File: config.mk
export PLATFORM = sky130hd
export DESIGN_NAME = dac_sample_feeder_flat
export DESIGN_NICKNAME = d
export VERILOG_FILES = /design/src/rtl/dac_sample_feeder_if.sv /design/src/rtl/dac_sample_feeder.sv /design/src/flat_wrapper.sv
export SDC_FILE = /design/constraint.sdc
export NUM_CORES = 1
export LEC_CHECK = 0
export BUFFER_PORTS_ARGS = -buffer_cell sky130_fd_sc_hd__buf_4
export CORE_ASPECT_RATIO = 0.5
export CORE_UTILIZATION = 60
export CTS_BUF_LIST = sky130_fd_sc_hd__clkbuf_16
export CTS_CLUSTER_DIAMETER = 120
export DETAILED_ROUTE_END_ITERATION = 6
export PLACE_DENSITY = 0.78
export SLEW_MARGIN = 10
export SYNTH_ARGS = -nofsm -noshare
export SYNTH_HDL_FRONTEND = slang
export SYNTH_SLANG_ARGS = --single-unit
File: constraint.sdc
create_clock -name clk -period 4.47 [get_ports clk]
set_input_delay 0.894 -clock clk [delete_from_list [all_inputs] [get_ports clk]]
set_output_delay 0.894 -clock clk [all_outputs]
set_load 0.01 [all_outputs]
File: src/rtl/dac_sample_feeder_if.sv
// Sample stream into the DAC feeder: signed samples moved by a valid/ready handshake.
// A transfer happens on a clk posedge where sample_valid and sample_ready are both high.
interface dac_sample_feeder_if #(
  parameter int DATA_BITS = 12
);
  logic [DATA_BITS-1:0] sample_in;
  logic                 sample_valid;
  logic                 sample_ready;

  modport master (
    output sample_in,
    output sample_valid,
    input  sample_ready
  );

  modport slave (
    input  sample_in,
    input  sample_valid,
    output sample_ready
  );
endinterface

File: src/rtl/dac_sample_feeder.sv
// Sample-rate to DAC-rate bridge for a PDM DAC.
// Signed samples are buffered in a small FIFO. One sample is popped per sample period.
// The output moves linearly from the previous sample to the new one, one step per clk.
// The result is converted to offset binary for the DAC din input.
module dac_sample_feeder #(
  parameter int DATA_BITS       = 12,
  parameter int FIFO_DEPTH_LOG2 = 2,
  parameter int SAMPLE_DIV_LOG2 = 10
) (
  input  logic                       clk,
  input  logic                       rst,
  dac_sample_feeder_if.slave         s,
  output logic [DATA_BITS-1:0]       dac_out,
  output logic                       sample_tick,
  output logic                       underrun,
  output logic [FIFO_DEPTH_LOG2:0]   fifo_level
);

  localparam int DEPTH    = 1 << FIFO_DEPTH_LOG2;
  localparam int ACC_BITS = DATA_BITS + SAMPLE_DIV_LOG2 + 1;
  localparam logic [FIFO_DEPTH_LOG2:0] FULL_LEVEL = (FIFO_DEPTH_LOG2 + 1)'(DEPTH);
  localparam logic [DATA_BITS-1:0]     MIDSCALE   = {1'b1, {(DATA_BITS-1){1'b0}}};

  // FIFO storage and bookkeeping
  logic [DATA_BITS-1:0]       mem [DEPTH];
  logic [FIFO_DEPTH_LOG2-1:0] wr_ptr_reg;
  logic [FIFO_DEPTH_LOG2-1:0] rd_ptr_reg;
  logic [FIFO_DEPTH_LOG2:0]   level_reg;

  // Sample-period divider and output pulses
  logic [SAMPLE_DIV_LOG2-1:0] div_reg;
  logic                       tick_reg;
  logic                       underrun_reg;

  // Interpolator: prev -> target ramp held in a fixed-point accumulator
  logic signed [DATA_BITS-1:0] prev_reg;
  logic signed [DATA_BITS-1:0] target_reg;
  logic signed [ACC_BITS-1:0]  acc_reg;
  logic [DATA_BITS-1:0]        dac_reg;

  logic                        ready;
  logic                        empty;
  logic                        tick;
  logic                        push;
  logic                        pop;
  logic signed [DATA_BITS:0]   delta;
  logic                        unused_acc_bits;

  assign ready = (level_reg != FULL_LEVEL);
  assign empty = (level_reg == '0);
  assign tick  = &div_reg;
  assign push  = s.sample_valid & ready;
  assign pop   = tick & ~empty;

  // Sign-extend both endpoints by one bit so the slope never overflows.
  assign delta = {target_reg[DATA_BITS-1], target_reg} - {prev_reg[DATA_BITS-1], prev_reg};

  // The shift drops the fractional bits, and the top guard bit is always a copy of the sign.
  assign unused_acc_bits = ^{acc_reg[ACC_BITS-1], acc_reg[SAMPLE_DIV_LOG2-1:0]};

  assign s.sample_ready = ready;
  assign fifo_level     = level_reg;
  assign sample_tick    = tick_reg;
  assign underrun       = underrun_reg;
  assign dac_out        = dac_reg;

  // FIFO data write; the storage itself needs no reset
  always_ff @(posedge clk) begin
    if (push) begin
      mem[wr_ptr_reg] <= s.sample_in;
    end
  end

  // FIFO pointers and fill level; a simultaneous push and pop leaves the level unchanged
  always_ff @(posedge clk or posedge rst) begin
    if (rst) begin
      wr_ptr_reg <= '0;
      rd_ptr_reg <= '0;
      level_reg  <= '0;
    end else begin
      if (push) begin
        wr_ptr_reg <= wr_ptr_reg + 1'b1;
      end
      if (pop) begin
        rd_ptr_reg <= rd_ptr_reg + 1'b1;
      end
      if (push && !pop) begin
        level_reg <= level_reg + 1'b1;
      end else if (pop && !push) begin
        level_reg <= level_reg - 1'b1;
      end
    end
  end

  // Free-running divider with registered tick and underrun pulses
  always_ff @(posedge clk or posedge rst) begin
    if (rst) begin
      div_reg      <= '0;
      tick_reg     <= 1'b0;
      underrun_reg <= 1'b0;
    end else begin
      div_reg      <= div_reg + 1'b1;
      tick_reg     <= tick;
      underrun_reg <= tick & empty;
    end
  end

  // Endpoint update on tick, otherwise one slope step per clk
  always_ff @(posedge clk or posedge rst) begin
    if (rst) begin
      prev_reg   <= '0;
      target_reg <= '0;
      acc_reg    <= '0;
    end else if (tick) begin
      prev_reg <= target_reg;
      if (!empty) begin
        target_reg <= mem[rd_ptr_reg];
      end
      // Reload to the exact old target so rounding error never accumulates.
      acc_reg <= {target_reg[DATA_BITS-1], target_reg, {SAMPLE_DIV_LOG2{1'b0}}};
    end else begin
      acc_reg <= acc_reg + {{SAMPLE_DIV_LOG2{delta[DATA_BITS]}}, delta};
    end
  end

  // Integer part of the accumulator with the sign bit flipped to give offset binary
  always_ff @(posedge clk or posedge rst) begin
    if (rst) begin
      dac_reg <= MIDSCALE;
    end else begin
      dac_reg <= {~acc_reg[SAMPLE_DIV_LOG2+DATA_BITS-1],
                  acc_reg[SAMPLE_DIV_LOG2+DATA_BITS-2:SAMPLE_DIV_LOG2]};
    end
  end

endmodule

File: src/flat_wrapper.sv
// flat-port wrapper written by rule: the top's interface ports become plain ports
module dac_sample_feeder_flat 
#(
  parameter int DATA_BITS       = 12,
  parameter int FIFO_DEPTH_LOG2 = 2,
  parameter int SAMPLE_DIV_LOG2 = 10
)
  (clk, rst, dac_out, sample_tick, underrun, fifo_level, s_sample_in, s_sample_valid, s_sample_ready);
  dac_sample_feeder_if #(.DATA_BITS(DATA_BITS)) s_i ();
  input  logic clk;
  input  logic rst;
  output logic [DATA_BITS-1:0] dac_out;
  output logic sample_tick;
  output logic underrun;
  output logic [FIFO_DEPTH_LOG2:0] fifo_level;
  input wire logic [$bits(s_i.sample_in)-1:0] s_sample_in;
  input wire logic [$bits(s_i.sample_valid)-1:0] s_sample_valid;
  output wire logic [$bits(s_i.sample_ready)-1:0] s_sample_ready;
  assign s_i.sample_in = s_sample_in;
  assign s_i.sample_valid = s_sample_valid;
  assign s_sample_ready = s_i.sample_ready;
  dac_sample_feeder #(.DATA_BITS(DATA_BITS), .FIFO_DEPTH_LOG2(FIFO_DEPTH_LOG2), .SAMPLE_DIV_LOG2(SAMPLE_DIV_LOG2)) u_core (.clk(clk), .rst(rst), .s(s_i), .dac_out(dac_out), .sample_tick(sample_tick), .underrun(underrun), .fifo_level(fifo_level));
endmodule
==> qor.yml <==
sta:
  timing.final.max_slew_violations: 0
  worst-slew-pin-transition_ns: 0.840
  rsz0062_at_grt: "no"
  fin_crit_ns: 3.84
  fin_tns_setup_ns: 0
  max_clock_freq_mhz: 260
  final.period_utilization: 0.860
  setup_violations: 0
  finalClockSkew_ns: 0.0131
  hold_violations: 0
  max_slew_margin: 0.440
detailed_routing:
  via_per_inst: 5.71
  drc: 0
  wl_um: 11400
  first_pass_iters: 5
  routedWlPerCell_um: 17.0
  ant_nets: 0
  drtIter0Drc: 174
  via_count: 3849
worst_setup_path:
  start_kind: "flip-flop"
  path_max_fanout: 12
  r2r-end: "u_core.acc_reg[17]"
  worstRegToRegCells: 16
  cp_cell_sequence: "inv_1 > ha_1 > fa_1 > nor2b_1 > o31ai_2 > a21oi_1 > nand3_1 > a31o_2 > ha_1 > a21o_1 > a21o_1 > a21o_1 > a21o_1 > a221oi_2 > xor2_1 > o21ai_1"
  crit_arrival_ns: 4.12
  ff2ff_setup_slack_ns: 0.63
  crit_end: "u_core.acc_reg[17]"
  end_kind: "flip-flop"
  crit_slowest_cell: "fa_1"
  cp_top_family: "compound AO/OA/AOI/OAI gates"
  cp.required_ns: 4.75
  cpPeakStageDelay_ns: 0.41
  crit_buf_inv: 1
  r2r-start: "u_core.target_reg[0]"
  criticalPathCategory: "reg2reg"
  cp.depth: 16
  critPathLaunch: "u_core.target_reg[0]"
  cp_common_cell: "a21o_1"
global_routing:
  grt_antenna_before_repair: 0
  grt_usage: 0.243
  grt_pass1_vias: 3852
  grt_overflow: 0
  grt_pass1_wl_um: 19400
  grt_max_degree: 50
die:
  rows: 25
  initial_core_util: 0.633
  coreArea_um2: 9700
  dieArea_um2: 10700
  die_w_um: 145
  die_h_um: 73.5
  num_io_pins: 33
synth:
  postSynth.asyncResetShare: 0.616
  synth_edf_count: 48
  synthFlopType: "dfrtp_1"
  synthCells: 483
  synth_fp_nets: 543
  synth_area_per_cell_um2: 12.7
  synth-seq-area-share: 0.549
  synth_seq_cells: 125
  synth_cell_types: 62
  yosys_warnings: 0
  syn-cell-area_um2: 6140
cells_and_area:
  n_antenna_cell: 0
  fin_area_um2: 7080
  multiInputGateArea_um2: 2600
  regArea_um2: 3370
  area_growth_syn_to_layout_pct: 15.2
  n_fill_cell: 650
  largest_reg_flops: 48
  layout.nets: 586
  drive_above_1_share: 0.193
power:
  p_int_uw: 2200
  clkPwrFrac: 0.453
  p_per_area_nw_per_um2: 417
  vdd_ir_drop_max_mv: 0.433
  power.switching_uw: 748
  power.leakage_uw: 0.00319
  pwr-share-seq: 0.462
  comb_power_share: 0.085
  swShare: 0.254
clock_tree:
  clockBufferDepth: 2
  h-tree-depth: 4
  cts_tree: "yes"
  cts-resized-gates: 0
  cts_sinks: 125
  clk_pin_slew_ns: 0.06
  hold_buffers: 0
  insertion_delay_ns: 0.41
  cts_setup_buffers: 0
  cts_buffers: 17
  cts-root-buf: "clkbuf_16"
placement:
  place_area_um2: 6500
  gp_congestion: 0.817
  io_buffers: 32
  dp_hpwl_um: 7710
min_path:
  hp-class: "reg2reg"
status:
  status: "finished, final reports clean"
job:
  drv_cap: 0
[cells in the mapped netlist, drive strengths merged, types with 3 or more instances]
master  count  area [um^2]
mux4       12          270
ha         42          526
nor2       28          105
nor2b       3         18.8
a21oi      22          114
buf         7         53.8
edfxtp     48         1440
and3        8         56.3
o211ai      3         22.5
a31oi       3         33.8
a211oi      4         45.1
a21o        9         67.6
fa          3         60.1
nand3      11         60.1
clkbuf      3         11.3
nand2b      4         25.0
nand2      35          131
o21a        6         45.0
mux2       11          124
nor3        6         30.0
dfrtp      76         1900
and2        4         25.0
o31ai       3         37.5
xor2       18          158
o21ai      38          194
xnor2      23          201
inv        29          109
[cell type report]
| cell class | count | area share |
|---|---|---|
| inverters | 29 | 0.0156 |
| well taps | 135 | 0.0239 |
| repair buffers | 34 | 0.0361 |
| flip-flops and latches | 125 | 0.476 |
| clock buffers | 17 | 0.0601 |
| multi-input cells | 319 | 0.367 |
| clock inverters | 15 | 0.0212 |
[worst min-delay path by stage]
stage                            start                 end  slack [ns]  depth (start not counted)
CTS                 u_core.acc_reg[21]  u_core.dac_out[11]        0.38                          1
finish              u_core.acc_reg[21]  u_core.dac_out[11]        0.37                          1
global route        u_core.acc_reg[18]   u_core.dac_out[8]        0.40                          0
floorplan           u_core.acc_reg[21]  u_core.dac_out[11]        0.35                          1
global placement    u_core.acc_reg[21]  u_core.dac_out[11]        0.36                          1
detailed placement  u_core.acc_reg[21]  u_core.dac_out[11]        0.37                          1
[layout by cell type (no fill, tap or decap), types with 4 or more instances in the layout]
cell       netlist  layout
a21o_1           9       9
a21oi_1         21      21
and3_1           6       6
buf_4            0      34
clkbuf_16        0      17
dfrtp_1         76      76
edfxtp_1        48      48
ha_1            42      42
inv_1           28      27
inv_6            0       7
mux2_1           6       6
mux2_2           5       5
mux4_2          12      12
nand2_1         35      35
nand2b_1         4       4
nand3_1         10      10
nor2_1          28      28
nor3_1           6       6
o21a_1           6       6
o21ai_0         22      22
o21ai_1         15      15
xnor2_1         23      23
xor2_1          18      18
[worst register-to-register path: cells and delay by family, from the launching register on]
kind	cells	cell delay, ns
AO/OA/AOI/OAI	9	1.81
adder cells (fa/ha/maj)	3	0.98
flip-flops	1	0.35
AND/OR/NAND/NOR	2	0.33
XOR/XNOR	1	0.19
buffers and inverters	1	0.06
[routing by layer]
metal	up-vias	GRT usage	share of wire
met5	-	0	0
met3	11	0.0627	0.048
met1	1897	0.338	0.49
met4	0	0.0830	0.011
met2	108	0.379	0.45
li1	1833	-	-
[cells by family after synthesis]
| group | Yosys count | share of synthesized area |
|---|---|---|
| compound gates | 101 | 0.115 |
| fa+ha+maj | 45 | 0.0954 |
| xor+xnor | 42 | 0.0621 |
| simple gates | 107 | 0.0850 |
| mux | 24 | 0.0658 |
| flops | 125 | 0.549 |
| buf+inv | 39 | 0.0283 |
[power groups by stage]
stage	logic (uW)	clock network, uW	registers [uW]
floorplan	154	0	1370
global placement	242	0	1380
detailed placement	251	0	1380
CTS	254	1350	1360
global route	282	1400	1370
finish	249	1340	1360
[through the flow]
stage	total power, uW	worst slack [ns]	utilization	cells	hold WS, ns
6_report	2950	0.625	0.730	674	0.369
5_1_grt	3060	0.379	0.730	674	0.397
4_1_cts	2970	0.654	0.730	674	0.375
3_5_place_dp	1630	0.658	0.670	642	0.366
3_3_place_gp	1620	0.778	0.670	642	0.360
2_1_floorplan	1530	1.00	-	483	0.348
Note: power is estimated with default switching activity, not from simulation.
